**src/rtl/bist_boot_sequencer.sv**
```systemverilog
// Sequences LBIST -> settle -> firmware load -> core reset release for the RI5CY wrapper.
// Optional BIST watchdog enabled by defining BIST_TIMEOUT_EN.
module bist_boot_sequencer #(
  parameter int unsigned SETTLE_CYCLES     = 15,
  parameter int unsigned RESET_WAIT_CYCLES = 4,
  parameter int unsigned BIST_TIMEOUT      = 100000
) (
  input  logic       clk_i,
  input  logic       rst_ni,
  input  logic       bist_start_i,
  input  logic       bist_done_i,
  input  logic       bist_go_nogo_i,
  input  logic       load_done_i,
  output logic       bist_en_o,
  output logic       load_req_o,
  output logic       core_clk_en_o,
  output logic       core_rst_no,
  output logic       fetch_enable_o,
  output logic       fail_o,
  output logic       timeout_o,
  output logic [2:0] state_o
);

  typedef enum logic [2:0] {
    S_IDLE   = 3'd0,
    S_BIST   = 3'd1,
    S_SETTLE = 3'd2,
    S_LOAD   = 3'd3,
    S_CRST   = 3'd4,
    S_RUN    = 3'd5,
    S_FAIL   = 3'd6
  } state_e;

  localparam logic [15:0] SettleLoad = 16'(SETTLE_CYCLES - 1);
  localparam logic [15:0] RstLoad    = 16'(RESET_WAIT_CYCLES - 1);

  if (SETTLE_CYCLES < 1 || SETTLE_CYCLES > 65535 || RESET_WAIT_CYCLES < 1 ||
      RESET_WAIT_CYCLES > 65535 || BIST_TIMEOUT < 1) begin : g_bad_param
    $error("bist_boot_sequencer: parameter out of range");
  end

`ifdef BIST_TIMEOUT_EN
  // The shared counter is 16 bits wide; longer timeouts saturate at its full range.
  localparam int unsigned TimeoutClamp = (BIST_TIMEOUT > 65536) ? 65536 : BIST_TIMEOUT;
  localparam logic [15:0] TimeoutLoad  = 16'(TimeoutClamp - 1);
  logic timeout_hit;
  logic timeout_q, timeout_d;
`endif

  state_e      state_q, state_d;
  logic [15:0] cnt_q, cnt_d;
  logic        bist_en_q, bist_en_d;
  logic        load_req_q, load_req_d;
  logic        core_clk_en_q, core_clk_en_d;
  logic        core_rst_n_q, core_rst_n_d;
  logic        fetch_enable_q, fetch_enable_d;
  logic        fail_q, fail_d;

  // NOTE: synchronous reset lives inside the clocked block; all state uses <= so
  // every flop samples the pre-edge values of its neighbours.
  always_ff @(posedge clk_i) begin
    if (!rst_ni) begin
      state_q        <= S_IDLE;
      cnt_q          <= 16'd0;
      bist_en_q      <= 1'b0;
      load_req_q     <= 1'b0;
      core_clk_en_q  <= 1'b0;
      core_rst_n_q   <= 1'b0;
      fetch_enable_q <= 1'b0;
      fail_q         <= 1'b0;
`ifdef BIST_TIMEOUT_EN
      timeout_q      <= 1'b0;
`endif
    end else begin
      state_q        <= state_d;
      cnt_q          <= cnt_d;
      bist_en_q      <= bist_en_d;
      load_req_q     <= load_req_d;
      core_clk_en_q  <= core_clk_en_d;
      core_rst_n_q   <= core_rst_n_d;
      fetch_enable_q <= fetch_enable_d;
      fail_q         <= fail_d;
`ifdef BIST_TIMEOUT_EN
      timeout_q      <= timeout_d;
`endif
    end
  end

  // NOTE: every signal written here gets a default first, so no path infers a latch.
  always_comb begin
    state_d = state_q;
    cnt_d   = cnt_q;
`ifdef BIST_TIMEOUT_EN
    timeout_hit = 1'b0;
`endif
    case (state_q)
      S_IDLE: begin
        if (bist_start_i) begin
          state_d = S_BIST;
`ifdef BIST_TIMEOUT_EN
          cnt_d   = TimeoutLoad;
`endif
        end
      end
      S_BIST: begin
        // A done pulse takes priority over a watchdog expiry in the same cycle.
        if (bist_done_i) begin
          if (bist_go_nogo_i) begin
            state_d = S_SETTLE;
            cnt_d   = SettleLoad;
          end else begin
            state_d = S_FAIL;
          end
        end
`ifdef BIST_TIMEOUT_EN
        else if (cnt_q == 16'd0) begin
          state_d     = S_FAIL;
          timeout_hit = 1'b1;
        end else begin
          cnt_d = cnt_q - 16'd1;
        end
`endif
      end
      S_SETTLE: begin
        if (cnt_q == 16'd0) begin
          state_d = bist_go_nogo_i ? S_LOAD : S_FAIL;
        end else begin
          cnt_d = cnt_q - 16'd1;
        end
      end
      S_LOAD: begin
        if (load_done_i) begin
          state_d = S_CRST;
          cnt_d   = RstLoad;
        end
      end
      S_CRST: begin
        if (cnt_q == 16'd0) begin
          state_d = S_RUN;
        end else begin
          cnt_d = cnt_q - 16'd1;
        end
      end
      S_RUN, S_FAIL: state_d = state_q;
      default:       state_d = S_FAIL;
    endcase
  end

  // Outputs decode the next state so they flip on the same edge as the state.
  always_comb begin
    bist_en_d      = 1'b0;
    load_req_d     = 1'b0;
    core_clk_en_d  = 1'b0;
    core_rst_n_d   = 1'b0;
    fetch_enable_d = 1'b0;
    fail_d         = 1'b0;
    case (state_d)
      S_BIST: bist_en_d = 1'b1;
      S_LOAD: load_req_d = 1'b1;
      S_CRST: core_clk_en_d = 1'b1;
      S_RUN: begin
        core_clk_en_d  = 1'b1;
        core_rst_n_d   = 1'b1;
        fetch_enable_d = 1'b1;
      end
      S_FAIL:  fail_d = 1'b1;
      default: ;
    endcase
`ifdef BIST_TIMEOUT_EN
    timeout_d = (state_d == S_FAIL) && (timeout_q || timeout_hit);
`endif
  end

  assign bist_en_o      = bist_en_q;
  assign load_req_o     = load_req_q;
  assign core_clk_en_o  = core_clk_en_q;
  assign core_rst_no    = core_rst_n_q;
  assign fetch_enable_o = fetch_enable_q;
  assign fail_o         = fail_q;
  assign state_o        = state_q;
`ifdef BIST_TIMEOUT_EN
  assign timeout_o      = timeout_q;
`else
  assign timeout_o      = 1'b0;
`endif

endmodule

```
**config.mk**
```make
export PLATFORM = sky130hd
export DESIGN_NAME = bist_boot_sequencer
export DESIGN_NICKNAME = d
export VERILOG_FILES = /design/src/rtl/bist_boot_sequencer.sv
export SDC_FILE = /design/constraint.sdc
export NUM_CORES = 1
export LEC_CHECK = 0
export CORE_MARGIN = 4
export CORE_UTILIZATION = 49
export CTS_CLUSTER_DIAMETER = 80
export CTS_CLUSTER_SIZE = 8
export DETAILED_ROUTE_END_ITERATION = 8
export GPL_ROUTABILITY_DRIVEN = 0
export PLACE_DENSITY = 0.74
export SYNTH_ARGS = -nofsm -noshare
export SYNTH_HDL_FRONTEND = slang
export SYNTH_SLANG_ARGS = --single-unit
export TNS_END_PERCENT = 30
```
**constraint.sdc**
```tcl
create_clock -name clk_i -period 1.8 [get_ports clk_i]
set_input_delay 0.36 -clock clk_i [delete_from_list [all_inputs] [get_ports clk_i]]
set_output_delay 0.36 -clock clk_i [all_outputs]
set_load 0.05 [all_outputs]
```
======== Word level (Yosys, flattened, before mapping) ========
Index checks and enable logic that the tools add are counted.
Widths: inputs -> output; s select.
operators by class
  $add $sub $neg .......................... 1
  reductions and logical operators ........ 7
  equal/unequal tests ..................... 15
  muxes and demuxes ....................... 18
operator list
  cell                   number
  $mux 16                4
  $pmux 16 s3            1
  $mux 3                 7
  $eq 3x3->1 const B     6
  $pmux 3 s6             1
  $logic_not 16->1       1
  $sub 16x1->16 const B  1
  $eq 3x2->1 const B     3
  $ne 2x2->1 const B     4
  $eq 3x1->1 const B     2
  $reduce_or 2->1        3
  $mux 1                 5
  $reduce_and 5->1       1
  $logic_not 3->1        1
  $reduce_bool 3->1      1
storage, ports and cells
  input bits .............................. 6
  word-level logic and storage cells ...... 48
  output and inout bits ................... 10
  register bits after elaboration ......... 24

======== Longest topological paths before layout ========
  depth in word-level cells ............... 6
  mapped depth ............................ 7
  gate-level depth less buffers ........... 6

======== Worst setup path after synthesis ========
OpenSTA, ideal clock, no wires.
  path kind ............................... reg2reg
  start point ............................. reg state_q[1], in the netlist state_o[1]
  end point ............................... reg cnt_q[13]
  stages on the path, launching flop included .. 8
  arrival time ............................ 1.951 ns
  slack ................................... -0.210 ns
  period minus slack after synthesis ...... 2.010 ns
  setup time .............................. 0.059 ns
  path buffers ............................ 2
  data required time ...................... 1.741 ns
  cells stage by stage .................... dfxtp_1 buf_4 and3b_1 o21ai_2 nand2_1 clkbuf_1 a2111o_1 nand2_1
between the ends
  cells in the longest elaborated chain, start to end .. 4
  elaborated cells between the ends (all ways) .. 12
  those cells by class .................... eq/ne (8); mux (1); reduce/logical (3)
RTL lines
  element                                                    line  source
  from (decl)                                                50    state_e state_q, state_d;
  from (signal assigned)                                     75    state_q <= state_d;
  $eq 3x3->1 or $eq 3x2->1 (tied branches)                   96    case (state_q)
  $reduce_or 2->1 (no line)                                  n/a
  $ne 2x2->1 (no line) or $reduce_bool 3->1 (tied branches)  n/a
  $reduce_and 5->1 (no line)                                 n/a
  to (signal assigned)                                       76    cnt_q <= cnt_d;
  to (decl)                                                  51    logic [15:0] cnt_q, cnt_d;
Parallel ways exist; a longest one is shown, timed or not.
A chain may end at the register's enable or synchronous reset.

======== Worst setup path in the final report ========
  start point ............................. reg cnt_q[5]
  end point ............................... reg cnt_q[15]
between the ends
  cells in the longest elaborated chain, start to end .. 3
  elaborated cells between the ends (all ways) .. 6
  those cells by class .................... add/sub (1); eq/ne (1); mux (2); reduce/logical (2)
RTL lines
  element
  $sub 16x1->16 or $logic_not 16->1 (tied branches)
  $mux 16 or $ne 2x2->1 (tied branches)
  $pmux 16 s3 or $reduce_and 5->1 (tied branches)
Parallel ways exist; a longest one is shown, timed or not. The select of a mux whose other input is x is not followed.

==> impl_metrics.yaml <==
run_status:
  status: "finished, final reports clean"
global_route:
  grt_usage_pct: 20.2
  grt_pass1_vias: 1232
  grt_pass1_wl_um: 5650
  globalRouteOverflowTotal: 0
  grt_max_degree: 15
  antenna_found_initial: 0
synth:
  syn-cell-area_um2: 1360
  synth_cell_type_count: 50
  synth_area_leader_cell: "dfxtp_1"
  ys_seq_elements: 24
  synth_top_area_share_pct: 35.3
  synthAdderAreaFrac_pct: 1.84
  synth.avg_cell_area_um2: 8.91
  synthCells: 153
  synth_top_family_by_area: "simple AND/OR/NAND/NOR gates"
  yosys_warnings: 0
  synthXorXnorAreaFrac_pct: 3.86
  yosys.area_share.simple_pct: 27.4
  synth_compound_area_share_pct: 24.5
  synth.area.mux_share_pct: 0.735
  yosysSeqAreaShare_pct: 35.3
  synthTopCellsByArea: "dfxtp_1, nor2_1, o2111ai_1"
  syn_nets: 161
floorplan:
  die_h_um: 60.7
  die_area_um2: 3690
  initial_core_util_pct: 53.1
  num_io_pins: 16
  rows: 18
  die_w_um: 60.7
  core-area_um2: 2570
routing:
  drc: 0
  drt-pass1-iter-count: 4
  wl_um: 3470
  vias_per_cell: 5.73
  wl_per_cell_um: 15.7
  detail-route-antenna-nets: 0
  vias: 1266
  first_iter_violations: 55
worst_setup_path:
  critPathKind: "flip-flop to flip-flop"
  crit_arrival_ns: 1.99
  start_kind: "flip-flop"
  reg2reg_to: "cnt_q[15]"
  max_stage_delay_ns: 0.54
  r2r_start: "cnt_q[5]"
  critPathMaxFanout: 5
  cp-end-kind: "flip-flop"
  crit_slowest_cell: "or4_4"
  rr_worst_depth: 4
  r2r_slack_ns: 0.06
  path_cells: "or4_4, nand3b_4, a2111oi_4, mux2i_1"
  required_ns: 2.05
layout:
  nets: 200
  design_area_um2: 1790
  synthToLayoutAreaGrowth_pct: 31.0
  drive_gt1_share_pct: 33.0
  utilization_pct: 69.5
  seq_area_um2: 492
  antenna_cells: 0
  final_cell_mix: "buf_4, dfxtp_1, nor2_1"
  fillCellCount: 197
  multi_input_area_um2: 841
  layout_commonest_cell: "buf_4"
sta:
  final-hold-violation-count: 0
  rsz0062_at_grt: "yes"
  drv_slew: 0
  finClkSkew_ns: 0.00951
  fmax_mhz: 574
  period_needed_ns: 1.74
  setup_viol: 0
  min_period_over_period_pct: 96.8
clocking:
  clock_latency_ns: 0.31
  cts_sinks: 24
  cts_root_buf: "clkbuf_4"
  numCtsBuffers: 3
  clkTransAtPathRegs_ns: 0.14
  hold_buffers: 0
  cts_tree: "yes"
  h-tree-depth: 1
  clk_path_buf_depth: 2
placed_design:
  place_area_um2: 1660
  io_buffers: 14
  dp_hpwl_um: 2440
pwr:
  p_leak_nw: 0.728
  power_density_nw_per_um2: 2210
  vdd_ir_drop_max_uv: 1820
min_path:
  hp-class: "flip-flop to flip-flop"
  min_from: "cnt_q[15]"
  holdPathStages: 2
  whs_endpoint: "cnt_q[15]"
run:
  maxCapViolCount: 0
==> timing repair <==
action | in CTS | in global routing
buffers inserted | 1 | 2
endpoints found under the setup margin | 3 | 20
pin swaps | 1 | 2
cloned | 0 | 1
gates resized for setup | 0 | 12
==> cells in the mapped netlist (all sizes together) <==
library cell,count
a2111o,2
a2111oi,1
a211oi,1
a21boi,1
a21o,1
a21oi,11
a31oi,1
and2,2
and3b,1
buf,6
clkbuf,2
conb,1
dfxtp,24
ha,2
inv,7
mux2i,1
nand2,11
nand2b,6
nand3,4
nand3b,1
nor2,19
nor2b,4
nor3,4
nor3b,2
nor4,3
nor4b,2
o2111ai,7
o211ai,2
o21a,1
o21ai,6
o221a,1
o22a,1
o22ai,1
o31a,1
o31ai,1
o32ai,2
or2,1
or4,3
xor2,6
==> critical path: cells and delay by family, from the launching register on <==
family,cells,cell delay [ns]
AND/OR/NAND/NOR,2,0.74
AO/OA/AOI/OAI,1,0.35
multiplexers,1,0.22
flip-flops,1,0.37
==> layout make-up <==
class	instances	share of cell area (%)
inverter	7	1.47
timing repair buffer	41	18.9
tap	30	2.10
clock inverter	1	1.68
clock buffer	3	1.26
sequential	24	27.5
multi-input combinational	115	47.1
==> through the flow <==
step                      total power, W  hold WS, ns  setup TNS [ns]  cells  setup slack (ns)
after CTS                        0.00373        0.521               0    218            0.0103
after global placement           0.00325        0.477          -0.426    213           -0.0622
final                            0.00394        0.531               0    221            0.0578
after detailed placement         0.00331        0.496          -0.714    213            -0.114
after floorplan                  0.00249        0.454          -0.131    153           -0.0675
after global routing             0.00423        0.566          -0.134    221           -0.0400
==> where the power goes <==
part           total, W  leakage (nW)  internal (W)  switching [W]
Clock          0.000392        0.0279      0.000225       0.000167
Combinational   0.00266         0.503       0.00123        0.00143
Sequential     0.000890         0.198      0.000699       0.000191
Total           0.00394         0.728       0.00215        0.00179
==> flip-flops by register name (all words and copies together) (netlist names) <==
signal,flops
bist_en_o,1
cnt_q,16
core_clk_en_o,1
fail_o,1
fetch_enable_o,1
load_req_o,1
state_o,3
==> per-layer routing <==
metal	wire, um	GRT usage [%]	vias to the layer above
li1	-	-	636
met5	0	0	-
met2	1730	34.4	27
met4	19	6.50	0
met1	1570	26.4	601
met3	146	2.77	2
==> worst max-delay path by stage <==
stage	slack [ns]	from	to	depth (start not counted)
6_report	0.06	cnt_q[5]	cnt_q[15]	4
5_1_grt	-0.04	cnt_q[12]	bist_en_o	6
3_5_place_dp	-0.11	load_done_i	cnt_q[15]	6
4_1_cts	0.01	cnt_q[5]	cnt_q[0]	6
3_3_place_gp	-0.06	load_done_i	cnt_q[13]	7
2_1_floorplan	-0.07	state_o[0]	cnt_q[15]	6
==> kinds of logic after synthesis <==
group | Yosys count
AO/OA/AOI/OAI | 41
XOR/XNOR | 6
adder cells (fa/ha/maj) | 2
buffers and inverters | 15
flip-flops | 24
multiplexers | 1
other | 1
AND/OR/NAND/NOR | 63
(Power assumes the default switching activity.)
